<file path="src/rtl/ccff_chain_loader_pkg.sv">
// Shared types and sizing helpers for the configuration-chain loader.
package ccff_chain_loader_pkg;

  typedef enum logic [1:0] {
    IDLE,
    LOAD,
    READ,
    FIN
  } state_t;

  function automatic int words_for(input int chain_len, input int data_w);
    return (chain_len + data_w - 1) / data_w;
  endfunction

  // Bits actually used from the final word of a transfer.
  function automatic int last_word_bits(input int chain_len, input int data_w);
    return ((chain_len % data_w) == 0) ? data_w : (chain_len % data_w);
  endfunction

  function automatic int cnt_w(input int max_val);
    return (max_val < 1) ? 1 : $clog2(max_val + 1);
  endfunction

endpackage

</file>
<file path="src/rtl/ccff_word_serdes.sv">
// One-word shift register with bit index: PISO for chain loading, SIPO for readback.
module ccff_word_serdes #(
  parameter int DATA_W = 8
) (
  input  logic              clk,
  input  logic              rst,
  input  logic              clear,
  input  logic              sipo,
  input  logic              load,
  input  logic [DATA_W-1:0] word_in,
  input  logic              step,
  input  logic              last_in,
  input  logic              flush,
  input  logic              pass,
  input  logic              bit_in,
  output logic              bit_out,
  output logic              word_end,
  output logic              full,
  output logic [DATA_W-1:0] word,
  output logic [DATA_W-1:0] word_next
);

  localparam int IW = $clog2(DATA_W);

  logic [DATA_W-1:0] data, data_d, base_data;
  logic [IW-1:0]     idx, idx_d, base_idx;
  logic              full_d, base_full;

  // flush empties the register before this cycle's capture, so a word can be
  // handed out and the next one started on the same edge.
  always_comb begin
    base_data = flush ? '0 : data;
    base_idx  = flush ? '0 : idx;
    base_full = flush ? 1'b0 : full;
    word_end  = (base_idx == IW'(DATA_W - 1)) || last_in;
    word_next = base_data;
    word_next[base_idx] = bit_in;
    data_d = base_data;
    idx_d  = base_idx;
    full_d = base_full;
    if (sipo) begin
      if (step) begin
        data_d = word_next;
        if (word_end) begin
          idx_d  = '0;
          full_d = !pass;
          if (pass) data_d = '0;
        end else begin
          idx_d = base_idx + IW'(1);
        end
      end
    end else begin
      if (step) begin
        if (word_end) begin
          idx_d  = '0;
          full_d = 1'b0;
        end else begin
          idx_d = base_idx + IW'(1);
        end
      end
      if (load) begin
        data_d = word_in;
        idx_d  = '0;
        full_d = 1'b1;
      end
    end
  end

  always_ff @(posedge clk) begin
    if (rst || clear) begin
      data <= '0;
      idx  <= '0;
      full <= 1'b0;
    end else begin
      data <= data_d;
      idx  <= idx_d;
      full <= full_d;
    end
  end

  assign bit_out = data[idx];
  assign word    = data;

endmodule

</file>
<file path="src/rtl/ccff_chain_loader.sv">
// Configuration-chain controller: serial load of the ccff chain from a word
// stream and non-destructive recirculating readback into a word stream.
module ccff_chain_loader
  import ccff_chain_loader_pkg::*;
#(
  parameter int CHAIN_LEN = 15,
  parameter int DATA_W    = 8
) (
  input  logic              prog_clk,
  input  logic              prog_reset,
  input  logic              cmd_load,
  input  logic              cmd_read,
  input  logic [DATA_W-1:0] in_data,
  input  logic              in_valid,
  output logic              in_ready,
  output logic [DATA_W-1:0] out_data,
  output logic              out_valid,
  input  logic              out_ready,
  output logic              ccff_head,
  output logic              ccff_shift_en,
  input  logic              ccff_tail,
  output logic              busy,
  output logic              done
);

  localparam int WORDS = words_for(CHAIN_LEN, DATA_W);
  localparam int BW    = cnt_w(CHAIN_LEN);
  localparam int WW    = cnt_w(WORDS);

  state_t            state, state_d;
  logic [BW-1:0]     bits_left;
  logic [WW-1:0]     words_rem;
  logic              shift, load_w, flush, pass, take;
  logic              last_in, out_free, start;
  logic              ser_full, ser_bit, ser_end;
  logic [DATA_W-1:0] cap_word, cap_next;

  assign last_in  = (bits_left == BW'(1));
  assign out_free = !out_valid || out_ready;
  assign start    = (state == IDLE) && (cmd_load || cmd_read);

  always_comb begin
    state_d       = state;
    in_ready      = 1'b0;
    ccff_shift_en = 1'b0;
    ccff_head     = 1'b0;
    shift         = 1'b0;
    load_w        = 1'b0;
    flush         = 1'b0;
    pass          = 1'b0;
    take          = 1'b0;
    case (state)
      IDLE: begin
        if (cmd_load)      state_d = LOAD;
        else if (cmd_read) state_d = READ;
      end
      LOAD: begin
        shift         = ser_full;
        in_ready      = (words_rem != '0) && (!ser_full || ser_end);
        load_w        = in_valid && in_ready;
        ccff_shift_en = shift;
        ccff_head     = shift & ser_bit;
        if (shift && last_in) state_d = FIN;
      end
      READ: begin
        // Capture register drains into the output register whenever it frees;
        // a completed word skips the capture register if the output is free.
        take          = ser_full && out_free;
        flush         = take;
        shift         = (bits_left != '0) && (!ser_full || take);
        pass          = shift && ser_end && out_free && !take;
        ccff_shift_en = shift;
        ccff_head     = shift & ccff_tail;
        if ((bits_left == '0) && !ser_full && out_free) state_d = FIN;
      end
      FIN: state_d = IDLE;
      default: state_d = IDLE;
    endcase
  end

  always_ff @(posedge prog_clk) begin
    if (prog_reset) begin
      state     <= IDLE;
      bits_left <= '0;
      words_rem <= '0;
      out_valid <= 1'b0;
      out_data  <= '0;
    end else begin
      state <= state_d;
      if (start) begin
        bits_left <= BW'(CHAIN_LEN);
        words_rem <= WW'(WORDS);
      end else begin
        if (shift)  bits_left <= bits_left - BW'(1);
        if (load_w) words_rem <= words_rem - WW'(1);
      end
      if (out_valid && out_ready) out_valid <= 1'b0;
      if (take) begin
        out_data  <= cap_word;
        out_valid <= 1'b1;
      end else if (pass) begin
        out_data  <= cap_next;
        out_valid <= 1'b1;
      end
    end
  end

  ccff_word_serdes #(
    .DATA_W(DATA_W)
  ) u_serdes (
    .clk       (prog_clk),
    .rst       (prog_reset),
    .clear     (state == IDLE),
    .sipo      (state == READ),
    .load      (load_w),
    .word_in   (in_data),
    .step      (shift),
    .last_in   (last_in),
    .flush     (flush),
    .pass      (pass),
    .bit_in    (ccff_tail),
    .bit_out   (ser_bit),
    .word_end  (ser_end),
    .full      (ser_full),
    .word      (cap_word),
    .word_next (cap_next)
  );

  assign busy = (state != IDLE);
  assign done = (state == FIN);

endmodule

</file>
<file path="config.mk">
export PLATFORM = sky130hd
export DESIGN_NAME = ccff_chain_loader
export DESIGN_NICKNAME = d
export VERILOG_FILES = /design/src/rtl/ccff_chain_loader_pkg.sv /design/src/rtl/ccff_word_serdes.sv /design/src/rtl/ccff_chain_loader.sv
export SDC_FILE = /design/constraint.sdc
export NUM_CORES = 1
export LEC_CHECK = 0
export CORE_UTILIZATION = 45
export DETAILED_ROUTE_END_ITERATION = 7
export PLACE_DENSITY_LB_ADDON = 0.15
export SETUP_SLACK_MARGIN = 0.1
export SLEW_MARGIN = 20
export SYNTH_ARGS = -nofsm -noshare
export SYNTH_HDL_FRONTEND = slang
export SYNTH_SLANG_ARGS = --single-unit
</file>
<file path="constraint.sdc">
create_clock -name prog_clk -period 4.1 [get_ports prog_clk]
set_clock_uncertainty 0.15 [all_clocks]
set_input_delay 0.41 -clock prog_clk [delete_from_list [all_inputs] [get_ports prog_clk]]
set_output_delay 0.41 -clock prog_clk [all_outputs]
set_load 0.005 [all_outputs]
</file>
# Word level (Yosys, flattened, before mapping)
# Index checks and enable logic that the tools add are counted.
totals:
  reg_bits: 29
  wordCells: 102
classes:
  n_addsub: 3
  n_lt_le_gt_ge: 3
  n_eq_ne: 8
  muxes: 43
  n_bitwise: 2
  reduce_logical: 34
op_table:
  columns: ["op", "n"]
  rows:
  - ["two-way mux 8 bit", 8]
  - ["two-way mux 1 bit", 16]
  - ["two-way mux 3 bit", 5]
  - ["logical AND 1 bit", 13]
  - ["two-way mux 2 bit", 6]
  - ["nonzero test 2 bit", 5]
  - ["bitwise mux 8 bit", 1]
  - ["< comparator 3 x 4 -> 1 bit, second input constant", 2]
  - ["two-way mux 4 bit", 2]
  - ["case mux 2 bit (4 select lines)", 1]
  - ["logical OR 1 bit", 6]
  - ["equality test 2 bit, second input constant", 2]
  - ["equality test 4 x 1 -> 1 bit, second input constant", 1]
  - ["logical NOT 1 bit", 4]
  - ["logical NOT 4 bit", 1]
  - ["inequality test 2 bit, second input constant", 2]
  - ["case mux 1 bit (2 select lines)", 2]
  - ["nonzero test 4 bit", 1]
  - ["subtractor 4 x 1 -> 4 bit, second input constant", 1]
  - ["adder 3 x 1 -> 3 bit, second input constant", 1]
  - ["binary-select mux 1 bit (select 3 bit)", 1]
  - ["demux 1 bit (select 3 bit)", 1]
  - ["equality test 3 bit, second input constant", 1]
  - [">= comparator 3 x 1 -> 1 bit, second input constant", 1]
  - ["8 further kinds", 9]

# Logic depth before layout (Yosys ltp)
# Gate-level depths: netlist (run 1).
depth:
  word_depth: 15
  depth_mapped: 12
  depth_no_buf: 9

# Hierarchy
# A second synthesis (run 1) with hierarchy kept.
unflattened:
  cells_unflattened: 247
  area_unflattened_um2: 2113.3
by_module_without_submodules:
  columns: ["mod", "instances", "cells_per_inst", "area_per_inst_um2", "seq_area_each_um2"]
  rows:
  - ["ccff_chain_loader", 1, 126, 1106.1, 340.3]
  - ["ccff_word_serdes", 1, 121, 1007.2, 240.2]

# Worst setup path before layout (run 1)
# OpenSTA, ideal clock, no wires.
synth_path:
  path_kind: "reg-to-reg"
  startpoint: "register state[0]"
  endpoint: "register u_serdes.idx[0]"
  setup_time_ps: 70
  t_arrival_ps: 2830
  t_required_ps: 3880
  path_slack_ps: 1050
  stages_incl_launch_ff: 13
  cell_sequence: "dfxtp_1 inv_1 ha_1 buf_6 nand3_1 clkbuf_1 and2_1 ha_1 ha_1 o311a_1 buf_4 a211o_1 a21oi_1"
synth_between:
  elab_chain_cells: 11
  word_cells_on_any_way: 18
  classes_between: "add/sub: 1; eq/ne: 3; mux: 8; reduce/logical: 6"
synth_rtl:
  columns: ["element", "line_no", "source"]
  rows:
  - ["start: declaration", "ccff_chain_loader.sv:30", "state_t state, state_d;"]
  - ["start signal: assignment", "ccff_chain_loader.sv:89", "state <= state_d;"]
  - ["parallel branches: the longest is 11 deep, another holds adder 3 x 1 -> 3 bit", null, null]
  - ["end signal: assignment", "ccff_word_serdes.sv:76", "idx <= idx_d;"]
  - ["end: declaration", "ccff_word_serdes.sv:26", "logic [IW-1:0] idx, idx_d, base_idx;"]
# Several ways; the timed one is not identified.
# A chain may end at the register's enable or synchronous reset.

# Final worst setup path (run 1)
layout_path:
  startpoint: "input port out_ready"
  endpoint: "output port in_ready"
layout_between:
  elab_chain_cells: 9
layout_rtl:
  columns: ["element", "line_no", "source"]
  rows:
  - ["start: declaration", "ccff_chain_loader.sv:18", "input logic out_ready,"]
  - ["logical OR 1 bit", "ccff_chain_loader.sv:39", "assign out_free = !out_valid || out_ready;"]
  - ["logical AND 1 bit", "ccff_chain_loader.sv:68", "take = ser_full && out_free;"]
  - ["two-way mux 1 bit", "ccff_chain_loader.sv:52", "case (state)"]
  - ["two-way mux 3 bit", "ccff_word_serdes.sv:33", "base_idx = flush ? '0 : idx;"]
  - ["equality test 3 bit", "ccff_word_serdes.sv:35", "word_end = (base_idx == IW'(DATA_W - 1)) || last_in;"]
  - ["logical OR 1 bit", "ccff_word_serdes.sv:35", null]
  - ["logical OR 1 bit", "ccff_chain_loader.sv:59", "in_ready = (words_rem != '0) && (!ser_full || ser_end);"]
  - ["logical AND 1 bit", "ccff_chain_loader.sv:59", null]
  - ["two-way mux 1 bit", "ccff_chain_loader.sv:52", null]
  - ["end: declaration", "ccff_chain_loader.sv:15", "output logic in_ready,"]
# No other way between the ends.

==> out/metrics.yaml, run 1 <==
outcome:
  outcome: "finished clean"
route:
  routedWlPerCell_um: 14.9
  drtIter0Drc: 224
  vias: 1767
  post_drt_via_cell_ratio: 5.68
  drtAntennaViolNets: 0
  drt_pass1_iterations: 4
  route.detailed.drc: 0
  routed_wl_um: 4640
placement:
  place.port_buffers: 28
  post-dp-hpwl_um: 3200
  place_area_mm2: 0.00237
  gp_congestion: 0.792
  pre_cts_ws_ns: 0.429
setup_path:
  required_ns: 3.54
  rrSetupSlack_ns: 1.11
  crit_fanout: 10
  arrival_ns: 3.14
  worstSetupPathType: "in -> out"
  cp-start-kind: "primary input"
  endpoint_kind: "primary output"
grt:
  grt_overflow: 0
  grt_pass1_wl_um: 7800
  grt_use_total_pct: 20.3
  antenna_found_initial: 0
  grt_pass1_vias: 1633
  grt_max_degree: 18
pwr:
  vdd_drop_max_uv: 220
  p_comb_share_pct: 37.5
  swShare_pct: 35.9
  cellInternalPower_uw: 671
  power_frac_seq_pct: 32.3
  p_leak_nw: 0.833
  p_per_area_mw_per_mm2: 420
  p_clk_share_pct: 30.2
  p_sw_uw: 376
timing:
  drv_slew: 0
  setup-tns-final_ns: 0
  tightest_slew_ns: 0.882
  slew_headroom_pct: 40.7
  finalCritPeriodShare_pct: 90.2
  period_needed_ns: 3.70
  timing.fmax_mhz: 270
  setup_ws_ns: 0.401
  finalSetupViolations: 0
  finalHoldViolCount: 0
  rsz0062_at_grt: "false"
yosys:
  ys.flop_type: "dfxtp_1"
  synth_edf_count: 0
  syn_nets: 257
  avgSynthCellArea_um2: 8.92
  synth_area_mm2: 0.00207
  synthCells: 232
  synth.distinct_cells: 56
  ys_warn_count: 0
  ys_ff_latch: 29
  synth-async-reset-ratio_pct: 0
  synth_seq_area_share_pct: 28.1
floorplan:
  coreArea_mm2: 0.00438
  die_h_um: 69.8
  die_w_um: 69.8
  die_area_mm2: 0.00487
  io_pins: 29
  rows: 24
  start_util_pct: 47.2
clocking:
  cts_tree: "yes"
  cts_resized: 0
  clock_latency_ns: 0.28
  root_buffer: "clkbuf_8"
  cts_setup_buffers: 0
  holdBufCountCts: 0
  clockBufferDepth: 2
  cts.htree.levels: 2
  cts.sinks: 29
  cts_buffers: 5
  path_clk_slew_ns: 0.07
finish:
  fin_area_mm2: 0.00249
  layout_common_cells: "nand2_1, dfxtp_1, clkdlybuf4s50_1"
  mostFrequentLayoutCell: "nand2_1"
  nNetsFinal: 283
  nFillCells: 398
  n_antenna_cell: 0
  drive_gt1_share_pct: 18.1
  area_growth_pct: 20.4
hold_path:
  hp-class: "reg -> reg"
run:
  drv_cap: 0
[state kept, by name, summed over array words and instances (netlist names)]
name           cells
bits_left          4
out_data           8
out_valid          1
state              2
u_serdes.full      1
u_serdes.idx       3
u_serdes.word      8
words_rem          2
[per-layer routing]
metal | global-route usage, % | up-vias | share of wire (%) | wire [um]
li1 | - | 902 | - | -
met1 | 28.8 | 824 | 51 | 2350
met2 | 30.0 | 39 | 44 | 2040
met3 | 4.65 | 2 | 4.8 | 222
met4 | 6.89 | 0 | 0.63 | 29
met5 | 0 | - | 0 | 0
[cells in the mapped netlist (4+ instances only)]
cell type  number  area, um2
or3_1           5       31.3
a31oi_1         5       31.3
buf_2           4       20.0
dfxtp_1        29        581
nand3b_1        4       30.0
inv_1          27        101
nand3_1         9       45.0
mux2_2         16        180
o221ai_1       13        114
nand2_1        34        128
ha_1           10        125
a21oi_1         5       25.0
clkbuf_1        5       18.8
and2_1          4       25.0
[power groups by stage]
| stage | registers (mW) | clock network, mW | logic (mW) |
|---|---|---|---|
| after floorplan | 0.338 | 0 | 0.303 |
| after global placement | 0.345 | 0 | 0.388 |
| after detailed placement | 0.346 | 0 | 0.385 |
| after CTS | 0.339 | 0.322 | 0.388 |
| after global routing | 0.344 | 0.337 | 0.440 |
| final | 0.338 | 0.316 | 0.392 |
[critical path: stages]
cell and delay, ns:
clkdlybuf4s50_1 0.48, nand2b_1 0.21, nand3_1 0.33, and2_1 0.30, ha_1 0.19, ha_1 0.24
nor2_2 0.35, a21boi_0 0.17, clkdlybuf4s50_1 0.46
[area by class of cell]
cell class / count / area [um2] / area share, %
Multi-Input combinational cell: 162 / 1320 / 52.8
Sequential cell: 29 / 581 / 23.3
Timing Repair Buffer: 31 / 303 / 12.2
Inverter: 29 / 111 / 4.47
Clock buffer: 7 / 86.3 / 3.47
Tap cell: 52 / 65.1 / 2.61
Clock inverter: 1 / 30.0 / 1.21
[metrics by stage]
step | util [%] | hold slack, ns | std cells | total power, mW
floorplan | - | 0.338 | 232 | 0.641
global placement | 54.0 | 0.354 | 303 | 0.733
detailed placement | 54.0 | 0.360 | 303 | 0.731
CTS | 56.7 | 0.371 | 311 | 1.05
global route | 56.8 | 0.392 | 311 | 1.12
finish | 56.8 | 0.363 | 311 | 1.05
[logic make-up (layout without fill, tap and decap cells)]
family / after synthesis / count (layout) / synth area share, %
compound gates: 50 / 50 / 23.7
xor+xnor: 2 / 2 / 0.847
fa+ha+maj: 10 / 10 / 6.05
buf+inv: 41 / 68 / 8.71
flops: 29 / 29 / 28.1
mux: 21 / 21 / 12.3
simple gates: 79 / 79 / 20.3
[path summary, 6_finish.rpt]
check	startpoint	end	cells after the start
setup / recovery	out_ready	in_ready	9
hold / removal	out_data[7]$_SDFFE_PP0P_	out_data[7]$_SDFFE_PP0P_	2
setup reg to reg	state[0]$_SDFFE_PP0P_	u_serdes.idx[1]$_SDFF_PP0_	9
hold reg to reg	out_data[7]$_SDFFE_PP0P_	out_data[7]$_SDFFE_PP0P_	2
(Power assumes the default switching activity.)
==> inputs of run 2 (changes only) <==
- SYNTH_HIERARCHICAL: not set -> 1
==> run 2 against run 1 <==
- the flow now finishes with violations (design-rule violations)
- total power grew 16%
- synthesized area grew 2.1%
- synthesized cell count grew 6.5%
- setup slack gained 0.19 ns
- via count grew 13%
- critical path depth grew 2
- critical endpoint unchanged
- largest cell class unchanged
==> out/metrics.yaml, run 2 <==
outcome:
  outcome: "finished with violations"
  violations: "design-rule violations"
setup_path:
  worstPathCellList: "inv_1 -> ha_1 -> nand3_1 -> inv_1 -> nor2b_1 -> ha_1 -> nor2_1 -> inv_1 -> nor2b_1 -> nor3b_1 -> clkdlybuf4s50_1"
  cp-start-kind: "flop"
  critPathLaunch: "state[0]$_SDFFE_PP0P_"
  crit_fanout: 9  # -1
  arrival_ns: 2.95  # -0.19 ns
  endpoint_kind: "primary output"
  critPathMaxStageDelay_ns: 0.55  # +0.07 ns
  worstSetupPathType: "reg -> out"
  cpMostUsedCell: "inv_1"
  required_ns: 3.54  # about the same
  path_delay_family: "buffers and inverters"
  crit_slowest_cell: "clkdlybuf4s50_1"
  path_buf_inv: 4  # +2
  r2r_start: "state[0]$_SDFFE_PP0P_"
finish:
  nFillCells: 460  # +16%
  seq_area_um2: 581  # unchanged
  layout_common_cells: "dfxtp_1, clkdlybuf4s50_1, inv_1"
  nNetsFinal: 292  # +3.2%
  mostFrequentLayoutCell: "dfxtp_1"
  n_antenna_cell: 0  # unchanged
  multiInputGateArea_mm2: 0.00136  # +3.0%
  area_growth_pct: 17.3
  drive_gt1_share_pct: 11.5  # -6.6 points
floorplan:
  die_w_um: 70.5  # +1.0%
  start_util_pct: 47.6  # +0.35 points
  die_area_mm2: 0.00497  # +2.1%
  die_h_um: 70.5  # +1.0%
  io_pins: 29  # unchanged
  rows: 24  # unchanged
  coreArea_mm2: 0.00444  # +1.4%
yosys:
  synth_top_area_cell: "dfxtp_1"
  synth_top_cells_by_count: "dfxtp_1, inv_1, a21oi_1"
  synth_edf_count: 0  # unchanged
  ys_ff_latch: 29  # unchanged
  syn_nets: 270  # +5.1%
  synth_seq_area_share_pct: 27.5  # -0.58 points
  synth-async-reset-ratio_pct: 0  # unchanged
  synth.distinct_cells: 50  # -11%
  synth_area_mm2: 0.00211  # +2.1%
  ys_warn_count: 6  # +6
  yosysMostFrequentCell: "dfxtp_1"
  synthTopCellsByArea: "dfxtp_1, a311oi_2, a21oi_1"
  avgSynthCellArea_um2: 8.56  # -4.1%
  ys.flop_type: "dfxtp_1"
  synthCells: 247  # +6.5%
  synth_top_area_share_pct: 27.5  # -0.58 points
pwr:
  cellInternalPower_uw: 698  # +4.1%
  power_frac_seq_pct: 30.9  # -1.4 points
  p_leak_nw: 0.952  # +14%
  swShare_pct: 42.4  # +6.4 points
  p_comb_share_pct: 49.1  # +12 points
  p_clk_share_pct: 20.0  # -10 points
  p_sw_uw: 513  # +36%
  p_per_area_mw_per_mm2: 488  # +16%
  vdd_drop_max_uv: 192  # -13%
route:
  drtAntennaViolNets: 0  # unchanged
  routed_wl_um: 5480  # +18%
  route.detailed.drc: 6  # +6
  routedWlPerCell_um: 17.1  # +14%
  drt_pass1_iterations: 6  # +2
  vias: 2004  # +13%
  post_drt_via_cell_ratio: 6.24  # +9.9%
  drtIter0Drc: 135  # -40%
clocking:
  cts.sinks: 29  # unchanged
  cts_setup_buffers: 0  # unchanged
  cts_tree: "yes"
  root_buffer: "clkbuf_8"
  cts.htree.levels: 2  # unchanged
  holdBufCountCts: 0  # unchanged
  clock_latency_ns: 0.28  # about the same
  cts_buffers: 5  # unchanged
  clockBufferDepth: 2  # unchanged
  path_clk_slew_ns: 0.06  # about the same
  cts_resized: 0  # unchanged
grt:
  grt_use_total_pct: 23.1  # +2.8 points
  antenna_found_initial: 0  # unchanged
  grt_pass1_wl_um: 8850  # +14%
  grt_max_degree: 21  # +3
  grt_overflow: 0  # unchanged
  grt_pass1_vias: 1837  # +12%
timing:
  drv_slew: 0  # unchanged
  rsz0062_at_grt: "false"
  timing.fmax_mhz: 285  # +5.4%
  whs_ns: 0.388  # +0.0246 ns
  period_needed_ns: 3.51  # -0.188 ns
  finalCritPeriodShare_pct: 85.6  # -4.6 points
  tightest_slew_ns: 0.774  # -0.108 ns
  finalHoldViolCount: 0  # unchanged
  slew_headroom_pct: 48.1  # +7.3 points
  finalSetupViolations: 0  # unchanged
  setup-tns-final_ns: 0  # unchanged
placement:
  post-dp-hpwl_um: 3800  # +19%
  gp_congestion: 0.857  # +8.3%
  place.port_buffers: 28  # unchanged
run:
  drv_cap: 0  # unchanged
hold_path:
  min_from: "bits_left[3]$_SDFFE_PP0P_"
  hp-class: "reg -> reg"
-- run 2: cell count changes after synthesis, moves of 8 or more --
cell,before,now
nand2_1,34,12
a21oi_1,5,20
mux2_2,16,3
nor2b_1,2,12
a211oi_1,1,9
a221oi_1,0,8
-- run 2: cell families (layout without fill, tap and decap cells) --
| group | count (synthesis) | after routing | share of synthesized area [%] |
|---|---|---|---|
| AND/OR/NAND/NOR | 82 | 82 | 23.2 |
| adder cells (fa/ha/maj) | 8 | 8 | 4.74 |
| multiplexers | 13 | 13 | 7.52 |
| buffers and inverters | 39 | 61 | 8.41 |
| AO/OA/AOI/OAI | 75 | 75 | 28.3 |
| flip-flops | 29 | 29 | 27.5 |
| XOR/XNOR | 1 | 1 | 0.415 |
-- run 2: power by group through the flow --
stage          Clock (mW)  Sequential (mW)  Combinational (mW)
2_1_floorplan           0            0.366               0.445
3_3_place_gp            0            0.380               0.586
3_5_place_dp            0            0.380               0.590
4_1_cts             0.252            0.374               0.593
5_1_grt             0.262            0.381               0.664
6_report            0.242            0.374               0.595
-- run 2: worst paths after layout --
| check | end | slack [ns] | cells after the start |
|---|---|---|---|
| worst min-delay path | bits_left[3]$_SDFFE_PP0P_ | 0.39 | 2 |
| worst min register to register | bits_left[3]$_SDFFE_PP0P_ | 0.39 | 2 |
| worst max-delay path | in_ready | 0.59 | 11 |
| worst max register to register | u_serdes/word[4]$_SDFF_PP0_ | 0.75 | 14 |
-- run 2: worst reg2reg max path: stages, from the launching register on --
cell	delay, ns
dfxtp_1	0.34
inv_1	0.09
ha_1	0.35
nand3_1	0.33
inv_1	0.22
nor2b_1	0.07
ha_1	0.22
nor2_1	0.18
inv_1	0.09
nor2b_1	0.16
nand4bb_1	0.22
inv_1	0.07
nand2b_1	0.32
o221ai_1	0.21
a211oi_1	0.24
-- run 2: per-stage QoR --
step | util [%] | setup slack, ns | total power [mW] | cells | cell area [um2]
after floorplan | - | 0.929 | 0.811 | 247 | 2110
after global placement | 53.9 | 0.737 | 0.965 | 314 | 2390
after detailed placement | 53.9 | 0.656 | 0.971 | 314 | 2390
after CTS | 55.8 | 0.612 | 1.22 | 321 | 2480
after global routing | 55.8 | 0.275 | 1.31 | 321 | 2480
final | 55.8 | 0.589 | 1.21 | 321 | 2480
-- run 2: final cells by class --
cell class,count,area share (%)
inverters,22,3.33
well taps,52,2.62
clock buffers,7,3.48
multi-input cells,179,54.6
flip-flops and latches,29,23.4
repair buffers,32,12.5
-- run 2: per-layer routing --
layer,vias to the layer above,track usage (%),routed length (um)
li1,968,-,-
met1,966,28.3,2530
met2,60,39.7,2580
met3,10,4.84,256
met4,0,9.33,108
met5,-,0,0
